<file path="src/rtl/halloween_pkg.sv">
// Shared opcode encoding, field widths and FSM state type for the Halloween command sequencer.
package halloween_pkg;

    localparam int unsigned OP_W    = 4;
    localparam int unsigned CLASS_W = 2;
    localparam int unsigned ARG_W   = 2;

    typedef struct packed {
        logic [CLASS_W-1:0] cls;
        logic [ARG_W-1:0]   arg;
    } opcode_t;

    localparam logic [OP_W-1:0]    OP_ON       = 4'b0000;
    localparam logic [OP_W-1:0]    OP_RESET    = 4'b0001;
    localparam logic [CLASS_W-1:0] CLS_SYS     = 2'b00;
    localparam logic [CLASS_W-1:0] CLS_COLOR   = 2'b01;
    localparam logic [CLASS_W-1:0] CLS_SOUND   = 2'b10;
    localparam logic [CLASS_W-1:0] CLS_EFFECT  = 2'b11;
    localparam logic [ARG_W-1:0]   ARG_INVALID = 2'b11;

    typedef enum logic [1:0] {
        ST_OFF,
        ST_IDLE,
        ST_SOUND,
        ST_EFFECT
    } state_t;

endpackage

</file>
<file path="src/rtl/halloween_cmd_fifo.sv">
// Opcode FIFO with same-edge flush; flush wins over any push or pop in that cycle.
module halloween_cmd_fifo #(
    parameter int unsigned DEPTH = 8,
    parameter int unsigned WIDTH = 4
) (
    input  logic                     clk,
    input  logic                     rst_n,
    input  logic                     flush,
    input  logic                     push,
    input  logic [WIDTH-1:0]         push_data,
    input  logic                     pop,
    output logic [WIDTH-1:0]         head,
    output logic [$clog2(DEPTH):0]   count
);

    localparam int unsigned PTR_W = $clog2(DEPTH);
    localparam int unsigned CNT_W = PTR_W + 1;

    logic [WIDTH-1:0] mem [DEPTH];
    logic [PTR_W-1:0] wr_ptr;
    logic [PTR_W-1:0] rd_ptr;

    assign head = mem[rd_ptr];

    // Pointers wrap naturally because DEPTH is a power of two.
    always_ff @(posedge clk) begin
        if (!rst_n || flush) begin
            wr_ptr <= '0;
            rd_ptr <= '0;
            count  <= '0;
        end else begin
            if (push) wr_ptr <= wr_ptr + PTR_W'(1);
            if (pop)  rd_ptr <= rd_ptr + PTR_W'(1);
            count <= count + CNT_W'(push) - CNT_W'(pop);
        end
    end

    always_ff @(posedge clk) begin
        if (rst_n && push && !flush) mem[wr_ptr] <= push_data;
    end

endmodule

</file>
<file path="src/rtl/halloween_cmd_sequencer.sv">
// Round-robin opcode collector feeding a FIFO and a decoration control FSM
// (power, color, timed sound and timed effect).
module halloween_cmd_sequencer
    import halloween_pkg::*;
#(
    parameter int unsigned NUM_CH        = 4,
    parameter int unsigned FIFO_DEPTH    = 8,
    parameter int unsigned SOUND_CYCLES  = 16,
    parameter int unsigned EFFECT_CYCLES = 32
) (
    input  logic                          clk,
    input  logic                          rst_n,
    input  logic [NUM_CH*4-1:0]           ch_op,
    input  logic [NUM_CH-1:0]             ch_valid,
    output logic [NUM_CH-1:0]             ch_ready,
    output logic                          powered,
    output logic [1:0]                    color,
    output logic                          color_set,
    output logic [1:0]                    sound_id,
    output logic                          sound_active,
    output logic [1:0]                    effect_id,
    output logic                          effect_active,
    output logic                          illegal_op,
    output logic [$clog2(FIFO_DEPTH):0]   fifo_count
);

    localparam int unsigned CH_W    = (NUM_CH > 1) ? $clog2(NUM_CH) : 1;
    localparam int unsigned CNT_W   = $clog2(FIFO_DEPTH) + 1;
    localparam int unsigned MAX_CYC = (SOUND_CYCLES > EFFECT_CYCLES) ? SOUND_CYCLES : EFFECT_CYCLES;
    localparam int unsigned TMR_W   = $clog2(MAX_CYC + 1);

    logic [CH_W-1:0]  rr_ptr;
    logic [CH_W-1:0]  grant_idx;
    logic             grant_any;
    logic [CH_W:0]    cand_sum;
    logic [CH_W-1:0]  cand;
    logic             full;
    logic             empty;
    logic             push;
    logic [OP_W-1:0]  push_op;
    logic [OP_W-1:0]  head_raw;
    opcode_t          head;
    logic             pop;
    logic             flush;

    state_t           state, state_n;
    logic [TMR_W-1:0] timer, timer_n;
    logic             powered_n, color_set_n, sound_active_n, effect_active_n, illegal_n;
    logic [1:0]       color_n, sound_id_n, effect_id_n;

    assign full  = (fifo_count == CNT_W'(FIFO_DEPTH));
    assign empty = (fifo_count == '0);
    assign head  = opcode_t'(head_raw);

    // Round-robin search starting at rr_ptr; first valid channel wins.
    always_comb begin
        grant_any = 1'b0;
        grant_idx = '0;
        cand_sum  = '0;
        cand      = '0;
        for (int k = 0; k < NUM_CH; k++) begin
            cand_sum = {1'b0, rr_ptr} + (CH_W+1)'(k);
            if (cand_sum >= (CH_W+1)'(NUM_CH)) cand_sum = cand_sum - (CH_W+1)'(NUM_CH);
            cand = cand_sum[CH_W-1:0];
            if (!grant_any && ch_valid[cand]) begin
                grant_any = 1'b1;
                grant_idx = cand;
            end
        end
    end

    always_comb begin
        ch_ready = '0;
        push_op  = '0;
        push     = grant_any && rst_n && !full;
        if (push) ch_ready[grant_idx] = 1'b1;
        for (int k = 0; k < NUM_CH; k++) begin
            if (CH_W'(k) == grant_idx) push_op = ch_op[k*OP_W +: OP_W];
        end
    end

    always_ff @(posedge clk) begin
        if (!rst_n) begin
            rr_ptr <= '0;
        end else if (push) begin
            rr_ptr <= (grant_idx == CH_W'(NUM_CH - 1)) ? '0 : grant_idx + CH_W'(1);
        end
    end

    halloween_cmd_fifo #(
        .DEPTH (FIFO_DEPTH),
        .WIDTH (OP_W)
    ) u_fifo (
        .clk       (clk),
        .rst_n     (rst_n),
        .flush     (flush),
        .push      (push),
        .push_data (push_op),
        .pop       (pop),
        .head      (head_raw),
        .count     (fifo_count)
    );

    always_ff @(posedge clk) begin
        if (!rst_n) begin
            state         <= ST_OFF;
            timer         <= '0;
            powered       <= 1'b0;
            color         <= '0;
            color_set     <= 1'b0;
            sound_id      <= '0;
            sound_active  <= 1'b0;
            effect_id     <= '0;
            effect_active <= 1'b0;
            illegal_op    <= 1'b0;
        end else begin
            state         <= state_n;
            timer         <= timer_n;
            powered       <= powered_n;
            color         <= color_n;
            color_set     <= color_set_n;
            sound_id      <= sound_id_n;
            sound_active  <= sound_active_n;
            effect_id     <= effect_id_n;
            effect_active <= effect_active_n;
            illegal_op    <= illegal_n;
        end
    end

    // Timers load with N-1 so the active flag is high for exactly N cycles.
    always_comb begin
        state_n         = state;
        timer_n         = timer;
        powered_n       = powered;
        color_n         = color;
        color_set_n     = color_set;
        sound_id_n      = sound_id;
        sound_active_n  = sound_active;
        effect_id_n     = effect_id;
        effect_active_n = effect_active;
        illegal_n       = 1'b0;
        pop             = 1'b0;
        flush           = 1'b0;
        case (state)
            ST_OFF: begin
                if (!empty) begin
                    pop = 1'b1;
                    if (head == OP_ON) begin
                        state_n   = ST_IDLE;
                        powered_n = 1'b1;
                    end
                end
            end
            ST_IDLE: begin
                if (!empty) begin
                    pop = 1'b1;
                    if (head.arg == ARG_INVALID) begin
                        illegal_n = 1'b1;
                    end else begin
                        case (head.cls)
                            CLS_SYS: begin
                                if (head == OP_RESET) begin
                                    state_n         = ST_OFF;
                                    flush           = 1'b1;
                                    powered_n       = 1'b0;
                                    color_n         = '0;
                                    color_set_n     = 1'b0;
                                    sound_id_n      = '0;
                                    sound_active_n  = 1'b0;
                                    effect_id_n     = '0;
                                    effect_active_n = 1'b0;
                                end else if (head != OP_ON) begin
                                    illegal_n = 1'b1;
                                end
                            end
                            CLS_COLOR: begin
                                color_n     = head.arg;
                                color_set_n = 1'b1;
                            end
                            CLS_SOUND: begin
                                sound_id_n     = head.arg;
                                sound_active_n = 1'b1;
                                timer_n        = TMR_W'(SOUND_CYCLES - 1);
                                state_n        = ST_SOUND;
                            end
                            default: begin
                                effect_id_n     = head.arg;
                                effect_active_n = 1'b1;
                                timer_n         = TMR_W'(EFFECT_CYCLES - 1);
                                state_n         = ST_EFFECT;
                            end
                        endcase
                    end
                end
            end
            ST_SOUND: begin
                if (timer == '0) begin
                    sound_active_n = 1'b0;
                    state_n        = ST_IDLE;
                end else begin
                    timer_n = timer - TMR_W'(1);
                end
            end
            default: begin
                if (timer == '0) begin
                    effect_active_n = 1'b0;
                    state_n         = ST_IDLE;
                end else begin
                    timer_n = timer - TMR_W'(1);
                end
            end
        endcase
    end

endmodule

</file>
<file path="config.mk">
export PLATFORM = sky130hd
export DESIGN_NAME = halloween_cmd_sequencer
export DESIGN_NICKNAME = d
export VERILOG_FILES = /design/src/rtl/halloween_pkg.sv /design/src/rtl/halloween_cmd_fifo.sv /design/src/rtl/halloween_cmd_sequencer.sv
export SDC_FILE = /design/constraint.sdc
export NUM_CORES = 1
export LEC_CHECK = 0
export BUFFER_PORTS_ARGS = -buffer_cell sky130_fd_sc_hd__buf_2
export CAP_MARGIN = 20
export CORE_ASPECT_RATIO = 1.1
export CORE_MARGIN = 2
export CORE_UTILIZATION = 62
export DETAILED_ROUTE_END_ITERATION = 10
export PLACE_DENSITY = 0.95
export SLEW_MARGIN = 25
export SYNTH_ARGS = -nofsm -noshare
export SYNTH_HDL_FRONTEND = slang
export SYNTH_HIERARCHICAL = 1
export SYNTH_SLANG_ARGS = --single-unit
</file>
<file path="constraint.sdc">
create_clock -name clk -period 6 [get_ports clk]
set_input_delay 0.3 -clock clk [delete_from_list [all_inputs] [get_ports clk]]
set_output_delay 0.3 -clock clk [all_outputs]
set_load 0.01 [all_outputs]
</file>
==> flow_summary_export.csv <==
group,metric,value,unit
placement,dp.cells,407,
worst_setup_path,critPathMaxFanout,8,
power_and_ir_drop,intPower,1.14,mW
global_route,antenna_found_initial,0,
synthesis,synth_cells,303,
clocking,clock_path_buffers,2,
synthesis,synth_top_area_cell,"edfxtp_1",
placement,io_buffers,40,
worst_setup_path,r2r_slack,2.61,ns
die,die_y,81.2,µm
detailed_routing,totalWireLength,7210,µm
detailed_routing,vias,2566,
clocking,cts_tree,"done",
sta,hold_violations,0,
global_route,grt_pass1_vias,2433,
synthesis,syn_avg_cell_area,11.1,µm²
layout,synthToLayoutAreaGrowth,13.6,%
worst_setup_path,worstPathArrival,3.48,ns
sta,slew-limit-headroom,39.0,%
placement,hpwlAfterDp,5140,µm
power_and_ir_drop,power_frac_clock,20.0,%
sta,tns,0,ns
sta,min_period,3.39,ns
detailed_routing,drc,0,
layout,n_antenna_cell,0,
clocking,hold_buffers,0,
synthesis,ys_ff_latch,66,
synthesis,synth_seq_area_share,48.9,%
global_route,grt_pass1_wl,11500,µm
sta,finalSetupViolations,0,
power_and_ir_drop,swShare,39.9,%
sta,rsz0062_at_grt,"no",
sta,worst_pin_slew,0.906,ns
sta,max_freq,0.295,GHz
synthesis,netlist_area,3360,µm²
worst_setup_path,r2r_cells,9,
clocking,tritoncts.num_buffers,9,
layout,nNetsFinal,383,
worst_setup_path,reg2reg_to,"u_fifo/mem[4][2]$_DFFE_PP_",
detailed_routing,ant_nets,0,
power_and_ir_drop,p_leak,1.48,nW
power_and_ir_drop,ir_worst_vdd,0.289,mV
sta,drv_slew,0,
die,core,5290,µm²
hold_path,hp-class,"in -> reg",
synthesis,yosys_warnings,6,
clocking,path_clk_slew,0.08,ns
die,rows,28,
die,initial_core_util,63.4,%
die,ios,41,
detailed_routing,first_pass_iters,4,
clocking,cts_resized,0,
run,drv_cap,0,
synthesis,syn_nets,343,
layout,drive_above_1_share,21.6,%
clocking,clk_latency,0.35,ns
placement,place.gp.congestion,0.856,
synthesis,yosys.area.top_type_share,28.6,%
detailed_routing,drtIter0Drc,259,
clocking,post-cts-setup-buffers,0,
synthesis,synth.area.top_cells,"edfxtp_1 29%, dfxtp_1 20%, ha_1 6.3%, mux4_1 6.3%, nor2_1 3.2%",
global_route,grt_overflow,0,
die,fp.dieArea,6020,µm²
worst_setup_path,required,6.09,ns
sta,finClkSkew,0.00699,ns
worst_setup_path,critical_path_class,"reg -> reg",
power_and_ir_drop,p_switching,0.759,mW
sta,fin_crit_sh,56.5,%
clocking,htree_levels,3,
synthesis,ys_types,56,
worst_setup_path,end_kind,"flip-flop",
detailed_routing,wl_per_cell,17.0,µm
hold_path,hold_start,"rst_n",
detailed_routing,via_per_inst,6.07,
power_and_ir_drop,p_per_area,498,nW/µm²
layout,fillers,348,
die,die_w,74.1,µm
synthesis,synthFlopType,"dfxtp_1",
worst_setup_path,endpoint,"u_fifo/mem[4][2]$_DFFE_PP_",
worst_setup_path,worst_setup_path_start_kind,"flip-flop",
synthesis,synth-edff-count,32,
clocking,clock_sinks,66,
clocking,root_buffer,"clkbuf_8",
synthesis,async_flop_share,0,%
global_route,grt_max_degree,16,
global_route,track_usage,25.9,%
run_status,status,"complete, no violations",
power_and_ir_drop,p_seq_share,36.0,%
layout,final_cells,423,
power_and_ir_drop,combPwrFrac,44.0,%
-- state kept, by name (all words and copies together), names as in the netlist, 2 cells and up, named ones only --
| name | count |
|---|---|
| color | 2 |
| effect_id | 2 |
| rr_ptr | 2 |
| sound_id | 2 |
| state | 2 |
| timer | 6 |
| u_fifo/count | 4 |
| u_fifo/mem | 32 |
| u_fifo/rd_ptr | 3 |
| u_fifo/wr_ptr | 3 |
-- synthesized netlist by cell type (2+ instances only) --
cell and number:
dfxtp_1 34, nand3b_1 2, nor2b_1 8, mux2_2 5, edfxtp_1 32, xor2_1 3
mux4_1 8, and2_1 6, o31ai_1 4, a211oi_1 3, o41ai_1 3, a221oi_1 4
nand2b_1 5, ha_1 17, nor3_1 5, nand2_1 20, a21oi_1 18, a21o_1 2
or2_2 2, inv_1 19, nor2_1 29, mux2i_1 6, a311oi_1 2, buf_2 3
nand3_1 10, o21ai_0 11, xnor2_1 3, nor4b_1 2, o21a_1 2, clkbuf_1 6
a31oi_1 4
-- placed cells by master, fill, tap and decap left out, drive strengths merged, types with 6 or more instances in the layout --
master	synthesis	routed
o21ai	13	13
a21oi	18	18
ha	17	17
clkbuf	6	9
nand3	10	10
nor2b	8	8
and2	6	6
nor3	7	7
nand2	20	20
mux2i	6	6
edfxtp	32	32
inv	19	21
dfxtp	34	34
mux4	8	8
buf	5	40
nor2	29	29
-- critical path: stages, from the launching register on --
cell and delay [ns]:
dfxtp_1 0.55, mux4_1 0.61, mux2_2 0.30, inv_1 0.09
ha_1 0.31, nand2_1 0.13, nor4_1 0.55, nor2b_1 0.19
nand3b_1 0.23, nor2_1 0.15
-- routing by layer --
| metal | track usage, % | vias to the layer above | wire, µm |
|---|---|---|---|
| met5 | 0 | - | 0 |
| met1 | 29.8 | 1242 | 2890 |
| li1 | - | 1207 | - |
| met3 | 6.33 | 19 | 363 |
| met4 | 12.2 | 0 | 175 |
| met2 | 44.8 | 98 | 3780 |
-- layout make-up --
cell class	count	area [µm²]	share of cell area (%)
Sequential cell	66	1640	43.0
Clock inverter	7	77.6	2.03
Inverter	19	71.3	1.87
Clock buffer	9	124	3.25
Timing Repair Buffer	40	200	5.25
Tap cell	75	93.8	2.46
Multi-Input combinational cell	207	1610	42.1
-- power by group through the flow --
stage | registers (mW) | clock network, mW | logic (mW)
floorplan | 0.669 | 0 | 0.641
global placement | 0.684 | 0 | 0.782
detailed placement | 0.692 | 0 | 0.812
CTS | 0.683 | 0.386 | 0.820
global route | 0.696 | 0.404 | 0.921
finish | 0.684 | 0.380 | 0.835
-- logic make-up (layout without fill, tap and decap cells) --
group | Yosys count | in the layout | synth area share [%]
AOI/OAI and AO/OA | 64 | 64 | 13.1
buffers and inverters | 30 | 75 | 3.69
DFF | 66 | 66 | 48.9
xor gates and xnor gates | 6 | 6 | 1.57
muxes | 19 | 19 | 9.73
and+or+nand+nor | 100 | 100 | 16.1
adders and majority gates | 18 | 18 | 6.94
-- metrics by stage --
step	cell area, µm²	util, %	worst slack, ns	hold slack, ns	power, mW
after floorplan	3360	-	3.45	0.467	1.31
after detailed placement	3600	68.0	2.81	0.471	1.50
after CTS	3800	71.8	2.66	0.335	1.89
after global routing	3810	72.1	2.41	0.359	2.02
final	3810	72.1	2.61	0.359	1.90
after global placement	3600	68.0	3.04	0.456	1.47
-- worst min-delay path by stage --
stage / slack, ns / endpoint / depth (start not counted)
floorplan: 0.47 / rr_ptr[1]$_SDFFE_PN0P_ / 2
global placement: 0.46 / effect_active$_SDFFE_PN0P_ / 2
detailed placement: 0.47 / effect_active$_SDFFE_PN0P_ / 2
CTS: 0.34 / rr_ptr[1]$_SDFFE_PN0P_ / 3
global route: 0.36 / rr_ptr[1]$_SDFFE_PN0P_ / 3
finish: 0.36 / state[0]$_SDFFE_PN0P_ / 3
(Power assumes the default switching activity.)
